===== src/rtl/stream_token_if.sv =====
// stream_token_if
// Valid/ready carrier for the sparse token stream (17-bit tokens by default,
// top bit = control flag).
//   data_in        token driven by the producer
//   data_in_valid  producer has a token on data_in
//   data_in_ready  consumer can take the token this cycle
// Modports: master = producer side, slave = consumer side.
interface stream_token_if #(
  parameter int unsigned DATA_WIDTH = 17
) ();
  logic [DATA_WIDTH-1:0] data_in;
  logic                  data_in_valid;
  logic                  data_in_ready;

  modport master (
    output data_in,
    output data_in_valid,
    input  data_in_ready
  );

  modport slave (
    input  data_in,
    input  data_in_valid,
    output data_in_ready
  );
endinterface


===== src/rtl/stream_token_sink.sv =====
// stream_token_sink
// Receiving end of one sparse token stream. Accepts tokens over a valid/ready
// handshake, classifies each as data / stop / done / malformed, keeps per-tile
// counters and a 16-bit checksum, and raises done once TX_NUM done tokens have
// been accepted.
//
// Optional feature macro: STREAM_TOKEN_SINK_STALL_EN
//   defined   : ready in RECV is withheld when lfsr[3:0] < STALL_THRESH, using a
//               16-bit Fibonacci LFSR (x^16+x^14+x^13+x^11) seeded with LFSR_SEED.
//   undefined : no LFSR; ready in RECV simply follows clk_en.
//
// Ports
//   clk            clock
//   rst_n          asynchronous active-low reset
//   clk_en         0 freezes all state and forces ready low
//   flush          synchronous clear back to IDLE, highest priority
//   tile_en        starts a tile (IDLE -> RECV); ignored once receiving
//   in_if          token stream, slave side (data_in, data_in_valid, data_in_ready)
//   done           TX_NUM done tokens received
//   data_count     accepted data tokens
//   stop_count     accepted stop tokens
//   cycle_count    clk_en cycles spent in RECV
//   checksum       sum mod 2^16 of data_in[15:0] over data tokens
//   last_stop_lvl  level field of the most recent stop token
//   err            sticky: a malformed control token was seen
module stream_token_sink #(
  parameter int unsigned DATA_WIDTH   = 17,
  parameter int unsigned CNT_WIDTH    = 32,
  parameter int unsigned TX_NUM       = 1,
  parameter logic [15:0] LFSR_SEED    = 16'hACE1,
  parameter int unsigned STALL_THRESH = 4
) (
  input  logic                 clk,
  input  logic                 rst_n,
  input  logic                 clk_en,
  input  logic                 flush,
  input  logic                 tile_en,
  stream_token_if.slave        in_if,
  output logic                 done,
  output logic [CNT_WIDTH-1:0] data_count,
  output logic [CNT_WIDTH-1:0] stop_count,
  output logic [CNT_WIDTH-1:0] cycle_count,
  output logic [15:0]          checksum,
  output logic [7:0]           last_stop_lvl,
  output logic                 err
);

  localparam int unsigned CTRL_BIT = DATA_WIDTH - 1;
  // Wide enough to hold TX_NUM itself so the final increment never wraps.
  localparam int unsigned TXW      = $clog2(TX_NUM + 1);
  localparam logic [TXW-1:0] TX_LAST = TXW'(TX_NUM - 1);

  // Reject parameter sets the datapath cannot honour.
  if (TX_NUM == 0 || STALL_THRESH > 16 || LFSR_SEED == 16'h0000 || DATA_WIDTH < 17) begin : g_cfg_check
    $error("stream_token_sink: invalid parameter set");
  end

  typedef enum logic [1:0] {
    ST_IDLE = 2'd0,
    ST_RECV = 2'd1,
    ST_DONE = 2'd2
  } state_t;

  state_t                state_r;
  state_t                next_state_s;
  logic [DATA_WIDTH-1:0] tok_s;
  logic                  is_data_s;
  logic                  is_stop_s;
  logic                  is_done_s;
  logic                  is_bad_s;
  logic                  ready_s;
  logic                  stall_ok_s;
  logic                  accept_s;
  logic                  last_done_s;

  logic [TXW-1:0]        tx_cnt_r;
  logic                  done_r;
  logic                  err_r;
  logic [CNT_WIDTH-1:0]  data_count_r;
  logic [CNT_WIDTH-1:0]  stop_count_r;
  logic [CNT_WIDTH-1:0]  cycle_count_r;
  logic [15:0]           checksum_r;
  logic [7:0]            last_stop_lvl_r;

  // Running checksum step; wraps modulo 2^16 by construction.
  function automatic logic [15:0] checksum_add(input logic [15:0] acc, input logic [15:0] val);
    return acc + val;
  endfunction

  assign tok_s       = in_if.data_in;
  assign accept_s    = in_if.data_in_valid & ready_s;
  assign last_done_s = (tx_cnt_r == TX_LAST);

`ifdef STREAM_TOKEN_SINK_STALL_EN
  localparam logic [4:0] STALL_THRESH_C = 5'(STALL_THRESH);

  logic [15:0] lfsr_r;

  // One Fibonacci step of x^16+x^14+x^13+x^11 in right-shift form.
  function automatic logic [15:0] lfsr_step(input logic [15:0] cur);
    logic fb;
    fb = cur[0] ^ cur[2] ^ cur[3] ^ cur[5];
    return {fb, cur[15:1]};
  endfunction

  // Stall LFSR: free-runs on every enabled RECV cycle, independent of traffic.
  always_ff @(posedge clk or negedge rst_n) begin
    if (!rst_n) begin
      lfsr_r <= LFSR_SEED;
    end else if (flush) begin
      lfsr_r <= LFSR_SEED;
    end else if (clk_en && (state_r == ST_RECV)) begin
      lfsr_r <= lfsr_step(lfsr_r);
    end else begin
      lfsr_r <= lfsr_r;
    end
  end

  // A threshold of 16 can never be met by a 4-bit value, so compare at 5 bits.
  assign stall_ok_s = ({1'b0, lfsr_r[3:0]} >= STALL_THRESH_C);
`else
  assign stall_ok_s = 1'b1;
`endif

  // Token classification; bit 9 set on a control token marks it malformed
  // regardless of bit 8.
  always_comb begin
    is_data_s = 1'b0;
    is_stop_s = 1'b0;
    is_done_s = 1'b0;
    is_bad_s  = 1'b0;
    if (!tok_s[CTRL_BIT]) begin
      is_data_s = 1'b1;
    end else if (tok_s[9]) begin
      is_bad_s = 1'b1;
    end else if (tok_s[8]) begin
      is_done_s = 1'b1;
    end else begin
      is_stop_s = 1'b1;
    end
  end

  // FSM state register; flush acts as a synchronous clear.
  always_ff @(posedge clk or negedge rst_n) begin
    if (!rst_n) begin
      state_r <= ST_IDLE;
    end else if (flush) begin
      state_r <= ST_IDLE;
    end else begin
      state_r <= next_state_s;
    end
  end

  // FSM next-state logic; any accept already implies clk_en through ready.
  always_comb begin
    next_state_s = state_r;
    case (state_r)
      ST_IDLE: begin
        if (clk_en && tile_en) begin
          next_state_s = ST_RECV;
        end else begin
          next_state_s = ST_IDLE;
        end
      end
      ST_RECV: begin
        if (accept_s && is_done_s && last_done_s) begin
          next_state_s = ST_DONE;
        end else begin
          next_state_s = ST_RECV;
        end
      end
      ST_DONE: begin
        next_state_s = ST_DONE;
      end
      default: begin
        next_state_s = ST_IDLE;
      end
    endcase
  end

  // FSM output logic: ready depends only on state, LFSR and clk_en.
  always_comb begin
    ready_s = 1'b0;
    case (state_r)
      ST_IDLE: ready_s = 1'b0;
      ST_RECV: ready_s = clk_en & stall_ok_s;
      ST_DONE: ready_s = 1'b0;
      default: ready_s = 1'b0;
    endcase
  end

  // Per-tile counters, checksum and flags; each accepted token updates one class.
  always_ff @(posedge clk or negedge rst_n) begin
    if (!rst_n) begin
      tx_cnt_r        <= '0;
      done_r          <= 1'b0;
      err_r           <= 1'b0;
      data_count_r    <= '0;
      stop_count_r    <= '0;
      cycle_count_r   <= '0;
      checksum_r      <= 16'h0000;
      last_stop_lvl_r <= 8'h00;
    end else if (flush) begin
      tx_cnt_r        <= '0;
      done_r          <= 1'b0;
      err_r           <= 1'b0;
      data_count_r    <= '0;
      stop_count_r    <= '0;
      cycle_count_r   <= '0;
      checksum_r      <= 16'h0000;
      last_stop_lvl_r <= 8'h00;
    end else begin
      if (clk_en && (state_r == ST_RECV)) begin
        cycle_count_r <= cycle_count_r + CNT_WIDTH'(1'b1);
      end
      if (accept_s) begin
        if (is_data_s) begin
          data_count_r <= data_count_r + CNT_WIDTH'(1'b1);
          checksum_r   <= checksum_add(checksum_r, tok_s[15:0]);
        end else if (is_stop_s) begin
          stop_count_r    <= stop_count_r + CNT_WIDTH'(1'b1);
          last_stop_lvl_r <= tok_s[7:0];
        end else if (is_done_s) begin
          tx_cnt_r <= tx_cnt_r + TXW'(1'b1);
          if (last_done_s) begin
            done_r <= 1'b1;
          end
        end else if (is_bad_s) begin
          err_r <= 1'b1;
        end
      end
    end
  end

  assign in_if.data_in_ready = ready_s;
  assign done                = done_r;
  assign err                 = err_r;
  assign data_count          = data_count_r;
  assign stop_count          = stop_count_r;
  assign cycle_count         = cycle_count_r;
  assign checksum            = checksum_r;
  assign last_stop_lvl       = last_stop_lvl_r;

endmodule

===== src/flat_wrapper.sv =====
// flat-port wrapper written by rule: the top's interface ports become plain ports
module stream_token_sink_flat 
#(
  parameter int unsigned DATA_WIDTH   = 17,
  parameter int unsigned CNT_WIDTH    = 32,
  parameter int unsigned TX_NUM       = 1,
  parameter logic [15:0] LFSR_SEED    = 16'hACE1,
  parameter int unsigned STALL_THRESH = 4
)
  (clk, rst_n, clk_en, flush, tile_en, done, data_count, stop_count, cycle_count, checksum, last_stop_lvl, err, in_if_data_in, in_if_data_in_valid, in_if_data_in_ready);
  stream_token_if #(.DATA_WIDTH(DATA_WIDTH)) in_if_i ();
  input  logic clk;
  input  logic rst_n;
  input  logic clk_en;
  input  logic flush;
  input  logic tile_en;
  output logic done;
  output logic [CNT_WIDTH-1:0] data_count;
  output logic [CNT_WIDTH-1:0] stop_count;
  output logic [CNT_WIDTH-1:0] cycle_count;
  output logic [15:0] checksum;
  output logic [7:0] last_stop_lvl;
  output logic err;
  input wire logic [$bits(in_if_i.data_in)-1:0] in_if_data_in;
  input wire logic [$bits(in_if_i.data_in_valid)-1:0] in_if_data_in_valid;
  output wire logic [$bits(in_if_i.data_in_ready)-1:0] in_if_data_in_ready;
  assign in_if_i.data_in = in_if_data_in;
  assign in_if_i.data_in_valid = in_if_data_in_valid;
  assign in_if_data_in_ready = in_if_i.data_in_ready;
  stream_token_sink #(.DATA_WIDTH(DATA_WIDTH), .CNT_WIDTH(CNT_WIDTH), .TX_NUM(TX_NUM), .LFSR_SEED(LFSR_SEED), .STALL_THRESH(STALL_THRESH)) u_core (.clk(clk), .rst_n(rst_n), .clk_en(clk_en), .flush(flush), .tile_en(tile_en), .in_if(in_if_i), .done(done), .data_count(data_count), .stop_count(stop_count), .cycle_count(cycle_count), .checksum(checksum), .last_stop_lvl(last_stop_lvl), .err(err));
endmodule

===== config.mk =====
export PLATFORM = sky130hd
export DESIGN_NAME = stream_token_sink_flat
export DESIGN_NICKNAME = d
export VERILOG_FILES = /design/src/rtl/stream_token_if.sv /design/src/rtl/stream_token_sink.sv /design/src/flat_wrapper.sv
export SDC_FILE = /design/constraint.sdc
export NUM_CORES = 1
export LEC_CHECK = 0
export ABC_AREA = 1
export CORE_ASPECT_RATIO = 1.1
export CORE_UTILIZATION = 54
export CTS_CLUSTER_SIZE = 14
export DETAILED_ROUTE_END_ITERATION = 8
export HOLD_SLACK_MARGIN = 0.02
export PLACE_DENSITY_LB_ADDON = 0.1
export SLEW_MARGIN = 20
export SYNTH_ARGS = -nofsm -noshare
export SYNTH_HDL_FRONTEND = slang
export SYNTH_SLANG_ARGS = --single-unit
export TNS_END_PERCENT = 30

===== constraint.sdc =====
create_clock -name clk -period 1.9 [get_ports clk]
set_input_delay 0.475 -clock clk [delete_from_list [all_inputs] [get_ports clk]]
set_output_delay 0.475 -clock clk [all_outputs]
set_load 0.02 [all_outputs]

# Word level (Yosys, flattened, before mapping)
# Index checks and enable logic that the tools add are counted.
dict set report op_classes {
  div 0
  n_bitwise 2
  n_eq_ne 6
  n_mux 46
  add_sub_neg 5
  n_lt_le_gt_ge 0
  multipliers 0
  shifts 0
  n_reduce_logical 16
}
# operator count
set ops {}
lappend ops {{two-way mux 32 bit} 9}
lappend ops {{adder 32 x 1 -> 32 bit, second input constant} 3}
lappend ops {{two-way mux 16 bit} 3}
lappend ops {{two-way mux 8 bit} 4}
lappend ops {{two-way mux 1 bit} 27}
lappend ops {{adder 16 bit} 1}
lappend ops {{nonzero test 2 bit} 6}
lappend ops {{AND reduction 5 bit} 2}
lappend ops {{!= test 2 bit, second input constant} 4}
lappend ops {{one-hot mux 2 bit (3 select lines)} 1}
lappend ops {{logical AND 1 bit} 4}
lappend ops {{two-way mux 2 bit} 2}
lappend ops {{AND reduction 4 bit} 1}
lappend ops {{AND reduction 3 bit} 1}
lappend ops {{equality test 2 x 1 -> 1 bit, second input constant} 1}
lappend ops {{equality test 2 bit, second input constant} 1}
lappend ops {{logical NOT 2 bit} 1}
lappend ops {{AND reduction 2 bit} 1}
lappend ops {{adder 1 bit, second input constant} 1}
lappend ops {{bitwise AND 1 bit} 1}
lappend ops {{NOT 1 bit} 1}
dict set report totals {
  latchBits 0
  mem_bits_rw 0
  romBits 0
  reg_bits 125
  word_cells 84
  input_bits 23
  mem_count 0
}

# Longest topological paths before layout
# Gate-level depths: netlist of the first run.
dict set report depth {
  word_depth 8
  ltp_mapped 11
}

# Worst setup path before layout of the first run
# Ideal clock, no wire load.
dict set report synth_timing {
  path_kind {reg-to-reg}
  startpoint {register u_core.checksum_r[0], in the netlist u_core.checksum[0]}
  endpoint {register u_core.checksum_r[12], in the netlist u_core.checksum[12]}
  stages_incl_launch_ff 12
  setup_ps 117
  required_ps 1783
  setup_slack_ps 154
  arrival_ps 1629
  cell_sequence {dfrtp_1 > ha_1 > inv_1 > fa_1 > inv_1 > nand3_1 > nand3_1 > nand3_1 > nand3_1 > nand2_1 > nand3_1 > nand2_1}
}
dict set report synth_via {
  elab_chain_cells 4
}
# element line
set synth_lines {}
lappend synth_lines {{start: declaration} stream_token_sink.sv:82} ;# logic [15:0] checksum_r;
lappend synth_lines {{start signal: assignment} stream_token_sink.sv:219} ;# checksum_r <= checksum_add(checksum_r, tok_s[15:0]);
lappend synth_lines {{adder 16 bit} stream_token_sink.sv:87} ;# return acc + val;
lappend synth_lines {{two-way mux 16 bit} stream_token_sink.sv:217} ;# if (is_data_s) begin
lappend synth_lines {{two-way mux 16 bit} stream_token_sink.sv:216} ;# if (accept_s) begin
lappend synth_lines {{two-way mux 16 bit} stream_token_sink.sv:203} ;# end else if (flush) begin
# Every way passes these cells. The select of a mux whose other input is x is not followed.
# A chain may end at the register's enable or synchronous reset.

# Worst setup path in the final report of the first run
dict set report layout_timing {
  startpoint {register u_core.last_stop_lvl_r[1], in the netlist u_core.last_stop_lvl[1]}
  endpoint {output port last_stop_lvl[1]}
}
# element line
set layout_lines {}
lappend layout_lines {{start: declaration} stream_token_sink.sv:83} ;# logic [7:0] last_stop_lvl_r;
lappend layout_lines {{start signal: assignment} stream_token_sink.sv:222} ;# last_stop_lvl_r <= tok_s[7:0];
lappend layout_lines {{end: declaration} flat_wrapper.sv:22} ;# output logic [7:0] last_stop_lvl;
# No word-level cell between the ends.

==> flow_summary.json, run 1 <==
{
  "power_switching_mw": 1.55,
  "grt_overflow": 0,
  "p_leak_nw": 5.57,
  "arrival_ns": 1.39,
  "cap_violations": 0,
  "dieArea_sq_mm": 0.0156,
  "min_from": "in_if_data_in[0]",
  "fin_nets": 1477,
  "netlist_area_sq_mm": 0.00818,
  "n_antenna_cell": 0,
  "rsz0062_at_grt": "true",
  "cts_htree_levels": 4,
  "cp_num_buf_inv": 1,
  "power_frac_comb_pct": 7.9,
  "power.internal_mw": 4.98,
  "clock_latency_ns": 0.42,
  "clock.fmax_mhz": 535,
  "placed_cells": 1607,
  "r2r-end": "u_core.data_count[18]",
  "die_h_um": 131,
  "final-setup-viol-count": 0,
  "skew_ns": 0.00751,
  "hpwl_um": 17200,
  "max_slew_margin_pct": 66.3,
  "finalCritPeriodShare_pct": 98.3,
  "crit_fanout": 2,
  "cp_cell_sequence": "clkdlybuf4s50_1",
  "criticalPathCategory": "reg2out",
  "ys.flop_type": "dfrtp_1",
  "cts_sinks": 125,
  "num_vias": 8755,
  "yosysSeqAreaShare_pct": 38.2,
  "reg2reg_depth": 8,
  "outcome": "finished clean",
  "clk_path_buf_depth": 2,
  "clock_tree.root_cell": "clkbuf_16",
  "grt_max_degree": 50,
  "grt-busiest-layer": "met2",
  "drt_wl_total_um": 23200,
  "drt_pre_antenna_iters": 6,
  "fill_cells": 1270,
  "met3_usage_pct": 5.19,
  "syn_inst": 1228,
  "drc": 0,
  "pwr-share-seq_pct": 41.1,
  "io_pins": 146,
  "r2r-start": "u_core.data_count[1]",
  "area_delta_synth_final_pct": 32.6,
  "initial_core_util_pct": 56.0,
  "ff2ff_setup_slack_ns": 0.18,
  "cp_top_family": "buffers and inverters",
  "grt_pass1_vias": 8276,
  "met1_usage_pct": 37.7,
  "globalplace.congestion": 0.957,
  "grt_pass1_wl_um": 38500,
  "postSynth.asyncResetShare_pct": 100,
  "tightestPinTransition_ns": 0.505,
  "synth-seq-cells": 125,
  "vdd_drop_max_v": 0.000574,
  "numCtsBuffers": 17,
  "syn_nets": 1270,
  "port_buffers": 145,
  "p_sw_share_pct": 23.8,
  "hold_viol_final": 0,
  "synth_cell_type_count": 46,
  "cts_tree": "yes",
  "viasPerCell": 5.34,
  "power_frac_clock_pct": 51.0,
  "slowest_delay_ns": 0.61,
  "clk_pin_slew_ns": 0.06,
  "critPathLaunchType": "flop",
  "syn_avg_cell_area_sq_um": 6.66,
  "met2_usage_pct": 55.6,
  "core_area_sq_mm": 0.0146,
  "min_to": "u_core.last_stop_lvl[0]",
  "critical_path_required_ns": 1.42,
  "crit_slowest_cell": "clkdlybuf4s50_1",
  "die_w_um": 119,
  "endpoint_kind": "output port",
  "ys_warn_count": 0,
  "drtIter0Drc": 617,
  "antenna_found_initial": 0,
  "drtAntennaViolNets": 0,
  "whs_path_depth": 3,
  "routedWlPerCell_um": 14.1,
  "num_rows": 46,
  "drive_above_1_share_pct": 9.95,
  "slew_viol_final": 0,
  "synth_edf_count": 0,
  "fin_cells": 1639,
  "hold_path_class": "in2reg",
  "fin_crit_ns": 1.87,
  "tns_ns": 0,
  "power.density_mw_per_mm2": 602,
  "grt_use_total_pct": 30.9
}
[worst max-delay path by stage]
stage                            start                   to  slack (ns)  cells after the start
6_report       u_core.last_stop_lvl[1]     last_stop_lvl[1]        0.03                      1
3_3_place_gp                    clk_en  in_if_data_in_ready       -0.39                      4
3_5_place_dp          in_if_data_in[0]   u_core.checksum[8]       -0.41                     12
4_1_cts                         clk_en  in_if_data_in_ready       -0.04                      4
2_1_floorplan       u_core.checksum[0]  u_core.checksum[12]        0.15                     11
5_1_grt               in_if_data_in[9]  u_core.checksum[15]       -0.03                     11
[cells in the mapped netlist, types with 2 or more instances]
cell | instances | share of area [%]
nand2_1 | 418 | 19
nor2_1 | 194 | 8.9
inv_1 | 143 | 6.6
dfrtp_1 | 125 | 38
nand3_1 | 89 | 5.4
o21ai_0 | 40 | 2.4
a21oi_1 | 38 | 2.3
nand4_1 | 29 | 2.2
ha_1 | 18 | 2.8
buf_2 | 14 | 0.86
nor2_2 | 14 | 1.1
nor3_1 | 13 | 0.80
xor2_1 | 11 | 1.2
o21ai_1 | 9 | 0.55
nor3b_1 | 6 | 0.55
o21bai_1 | 6 | 0.55
nand2_2 | 5 | 0.38
clkbuf_1 | 4 | 0.18
nand3b_1 | 4 | 0.37
nor2_4 | 4 | 0.55
a31oi_1 | 3 | 0.23
and3_1 | 3 | 0.23
buf_6 | 3 | 0.41
nand3_2 | 3 | 0.37
o21a_1 | 3 | 0.28
a22o_1 | 2 | 0.21
buf_1 | 2 | 0.092
inv_2 | 2 | 0.092
nand2_4 | 2 | 0.28
o221ai_1 | 2 | 0.21
o31ai_1 | 2 | 0.18
or2_2 | 2 | 0.15
xnor2_1 | 2 | 0.21
[cell families after synthesis]
logic type	after synthesis	synth area share (%)
buffers and inverters	169	8.29
flip-flops	125	38.2
AO/OA/AOI/OAI	109	7.36
adder cells (fa/ha/maj)	19	3.00
AND/OR/NAND/NOR	793	41.7
XOR/XNOR	13	1.39
[power by group through the flow]
stage          Clock, mW  Sequential, mW  Combinational (mW)
3_3_place_gp           0            2.74               0.511
3_5_place_dp           0            2.74               0.519
4_1_cts             3.36            2.69               0.517
2_1_floorplan          0            2.75               0.207
5_1_grt             3.49            2.69               0.565
6_report            3.33            2.69               0.514
[repair_timing]
| item | in CTS | in global routing |
|---|---|---|
| endpoints found under the hold margin | 30 | 0 |
| setup endpoints to repair | 110 | 20 |
| hold buffers | 1 | 0 |
| pin swaps | 0 | 1 |
| gates resized for setup | 112 | 14 |
| gates cloned | 0 | 0 |
| buffers inserted | 0 | 0 |
[registers in the layout (all words and copies together) (netlist names)]
signal	cells
u_core.done	1
u_core.state_r	2
u_core.checksum	16
u_core.stop_count	32
u_core.tx_cnt_r	1
u_core.cycle_count	32
u_core.err	1
u_core.data_count	32
u_core.last_stop_lvl	8
[cell usage in the layout, fill, tap and decap left out, types with 3 or more instances in the layout]
| cell type | count |
|---|---|
| a21oi_1 | 38 |
| a31oi_1 | 3 |
| and3_1 | 3 |
| buf_12 | 8 |
| buf_4 | 58 |
| clkbuf_16 | 17 |
| clkbuf_8 | 5 |
| clkdlybuf4s50_1 | 28 |
| clkinvlp_4 | 4 |
| dfrtp_1 | 125 |
| dlygate4sd2_1 | 109 |
| dlymetal6s2s_1 | 6 |
| ha_1 | 17 |
| inv_1 | 143 |
| nand2_1 | 418 |
| nand2_2 | 5 |
| nand3_1 | 86 |
| nand3_2 | 6 |
| nand3b_1 | 4 |
| nand4_1 | 29 |
| nor2_1 | 193 |
| nor2_2 | 14 |
| nor2_4 | 5 |
| nor3_1 | 13 |
| nor3b_1 | 6 |
| o21a_1 | 3 |
| o21ai_0 | 40 |
| o21ai_1 | 9 |
| o21bai_1 | 6 |
| xor2_1 | 11 |
[per-stage QoR]
step	hold slack [ns]	util, %	worst slack (ns)	total power, mW	instance area [sq um]
global route	0.397	74.2	-0.0256	6.74	10900
finish	0.394	74.2	0.0314	6.54	10900
floorplan	0.179	-	0.154	2.96	8180
detailed placement	0.386	70.7	-0.410	3.26	10300
global placement	0.379	70.7	-0.391	3.25	10300
CTS	0.475	74.0	-0.0446	6.57	10800
[metal layers]
layer / part of all wire, % / up-vias / routed length (um)
met3: 5.9 / 53 / 1370
met5: 0 / - / 0
met2: 50 / 341 / 11500
li1: - / 4311 / -
met1: 42 / 4050 / 9790
met4: 2.2 / 0 / 506
[area by class of cell]
class,count,area [sq um],share of cell area (%)
inverter,145,544,5.02
tap,192,240,2.21
sequential,125,3130,28.8
multi-input combinational,934,4400,40.6
clock buffer,22,494,4.55
clock inverter,9,109,1.00
timing repair buffer,212,1930,17.8
(Power assumes the default switching activity.)
==> run 2: changes to the inputs <==
Settings changed: GPL_TIMING_DRIVEN set to 0, SETUP_SLACK_MARGIN set to 0.15.
==> run 2 against run 1 <==
Net effect:
- flip-flop and latch count unchanged
- non-clock buffer count fell by 31
- via count fell by 0.90%
- sequential share of layout area grew 0.37 points
- critical path depth increased by 1
- first-iteration DRC count increased by 8.9%
- global-route usage increased by 0.39 points
- cell count shrank 1.8%
- sequential power barely moved
- clock power decreased by 8.1%
- utilization is 0.82 points lower
- largest cell class unchanged
==> flow_summary.json, run 2 (synthesized netlist as in run 1, its figures left out) <==
{
  "hpwl_um": 17900,
  "skew_ns": 0.00926,
  "max_slew_margin_pct": 47.7,
  "r2r-end": "u_core.checksum[8]",
  "dieArea_sq_mm": 0.0156,
  "viasPerCell": 5.39,
  "drive_above_1_share_pct": 10.7,
  "core_area_sq_mm": 0.0146,
  "fill_cells": 1278,
  "arrival_ns": 1.30,
  "power_frac_clock_pct": 49.1,
  "clock_tree.root_cell": "clkbuf_16",
  "clock_latency_ns": 0.43,
  "place_area_sq_mm": 0.00990,
  "die_h_um": 131,
  "fin_crit_ns": 1.78,
  "clock.fmax_mhz": 562,
  "die_w_um": 119,
  "num_vias": 8676,
  "clk_pin_slew_ns": 0.06,
  "drtIter0Drc": 672,
  "multi_input_area_sq_mm": 0.00469,
  "numCtsBuffers": 17,
  "finalCritPeriodShare_pct": 93.7,
  "grt_pass1_wl_um": 38400,
  "final-seq-area_sq_mm": 0.00313,
  "power_frac_comb_pct": 7.7,
  "whs_path_depth": 3,
  "crit_fanout": 5,
  "rsz0062_at_grt": "true",
  "hold_viol_final": 0,
  "endpoint_kind": "output port",
  "initial_core_util_pct": 56.0,
  "hold_path_class": "in2reg",
  "globalplace.congestion": 0.926,
  "num_rows": 46,
  "dp_slack_ns": -0.794,
  "worst_slack_ns": 0.120,
  "design_area_sq_mm": 0.0107,
  "grt_use_total_pct": 31.3,
  "power_mw": 6.24,
  "clk_path_buf_depth": 2,
  "drtAntennaViolNets": 0,
  "grt_max_degree": 99,
  "port_buffers": 144,
  "fin_nets": 1446,
  "cts_tree": "yes",
  "antenna_found_initial": 0,
  "routedWlPerCell_um": 15.2,
  "min_to": "u_core.last_stop_lvl[3]",
  "critical_path_required_ns": 1.42,
  "cts_sinks": 125,
  "pwr-share-seq_pct": 43.2,
  "criticalPathCategory": "reg2out",
  "ff2ff_setup_slack_ns": 0.13,
  "cap_violations": 0,
  "critPathLaunchType": "flop",
  "r2r-start": "u_core.checksum[0]",
  "power_switching_mw": 1.51,
  "final_common_cell": "nand2_1",
  "io_pins": 146,
  "grt_overflow": 0,
  "min_from": "in_if_data_in[3]",
  "p_leak_nw": 5.39,
  "reg2reg_depth": 12,
  "drt_pre_antenna_iters": 5,
  "n_antenna_cell": 0,
  "utilization_pct": 73.4,
  "power.internal_mw": 4.73,
  "drc": 0,
  "fin_cells": 1609,
  "cts_htree_levels": 4,
  "power.density_mw_per_mm2": 581,
  "p_sw_share_pct": 24.2,
  "slew_viol_final": 0,
  "drt_wl_total_um": 24500,
  "final-setup-viol-count": 0,
  "placed_cells": 1565,
  "outcome": "finished clean",
  "final_cell_mix": "nand2_1 (407), nor2_1 (190), inv_1 (137)",
  "vdd_drop_max_v": 0.000572,
  "tightestPinTransition_ns": 0.785,
  "grt_pass1_vias": 8079,
  "area_delta_synth_final_pct": 31.2
}
-- run 2: power by group through the flow --
stage	clock network [mW]	registers, mW	logic [mW]
after floorplan	0	2.75	0.207
after global placement	0	2.74	0.431
after detailed placement	0	2.74	0.445
after CTS	3.09	2.69	0.455
after global routing	3.19	2.70	0.522
final	3.06	2.69	0.481
-- run 2: how the worst max path moves through the flow --
stage / start / endpoint / cells after the start
final: u_core.stop_count[1] / stop_count[1] / 2
after global routing: u_core.checksum[0] / u_core.checksum[12] / 12
after CTS: u_core.state_r[1] / in_if_data_in_ready / 5
after detailed placement: clk_en / in_if_data_in_ready / 5
after global placement: rst_n / u_core.data_count[20] / 1
after floorplan: u_core.checksum[0] / u_core.checksum[12] / 11
-- run 2: final cells by class --
class                           count  area share [%]
Buffer                             24            1.34
Clock buffer                       25            4.52
Clock inverter                      7           0.583
Inverter                          145            5.10
Multi-Input combinational cell    934            43.7
Sequential cell                   125            29.2
Tap cell                          192            2.24
Timing Repair Buffer              157            13.3
-- run 2: worst max-delay path, stage by stage (launching register included) --
cell           delay, ns
dfrtp_1             0.42
buf_4               0.15
dlygate4sd2_1       0.31
-- run 2: what timing repair did --
| item | 4_1_cts | 5_1_grt |
|---|---|---|
| setup buffers | 3 | 8 |
| pin swaps | 4 | 9 |
| hold buffers | 1 | 0 |
| hold endpoints to repair | 27 | 0 |
| resized for setup | 156 | 54 |
| endpoints found under the setup margin | 154 | 73 |
-- run 2: metal layers --
layer / vias to the layer above / share of wire (%) / track usage (%)
li1: 4262 / - / -
met1: 4016 / 41 / 37.6
met2: 321 / 50 / 55.4
met3: 77 / 5.9 / 5.58
met4: 0 / 3.0 / 13.8
met5: - / 0 / 0
-- run 2: per-stage QoR --
stage               setup TNS, ns  hold slack, ns
finish                          0           0.402
global placement          -607.51           0.454
detailed placement         -26.71           0.337
floorplan                       0           0.179
global route                    0           0.406
CTS                       -0.0302           0.467
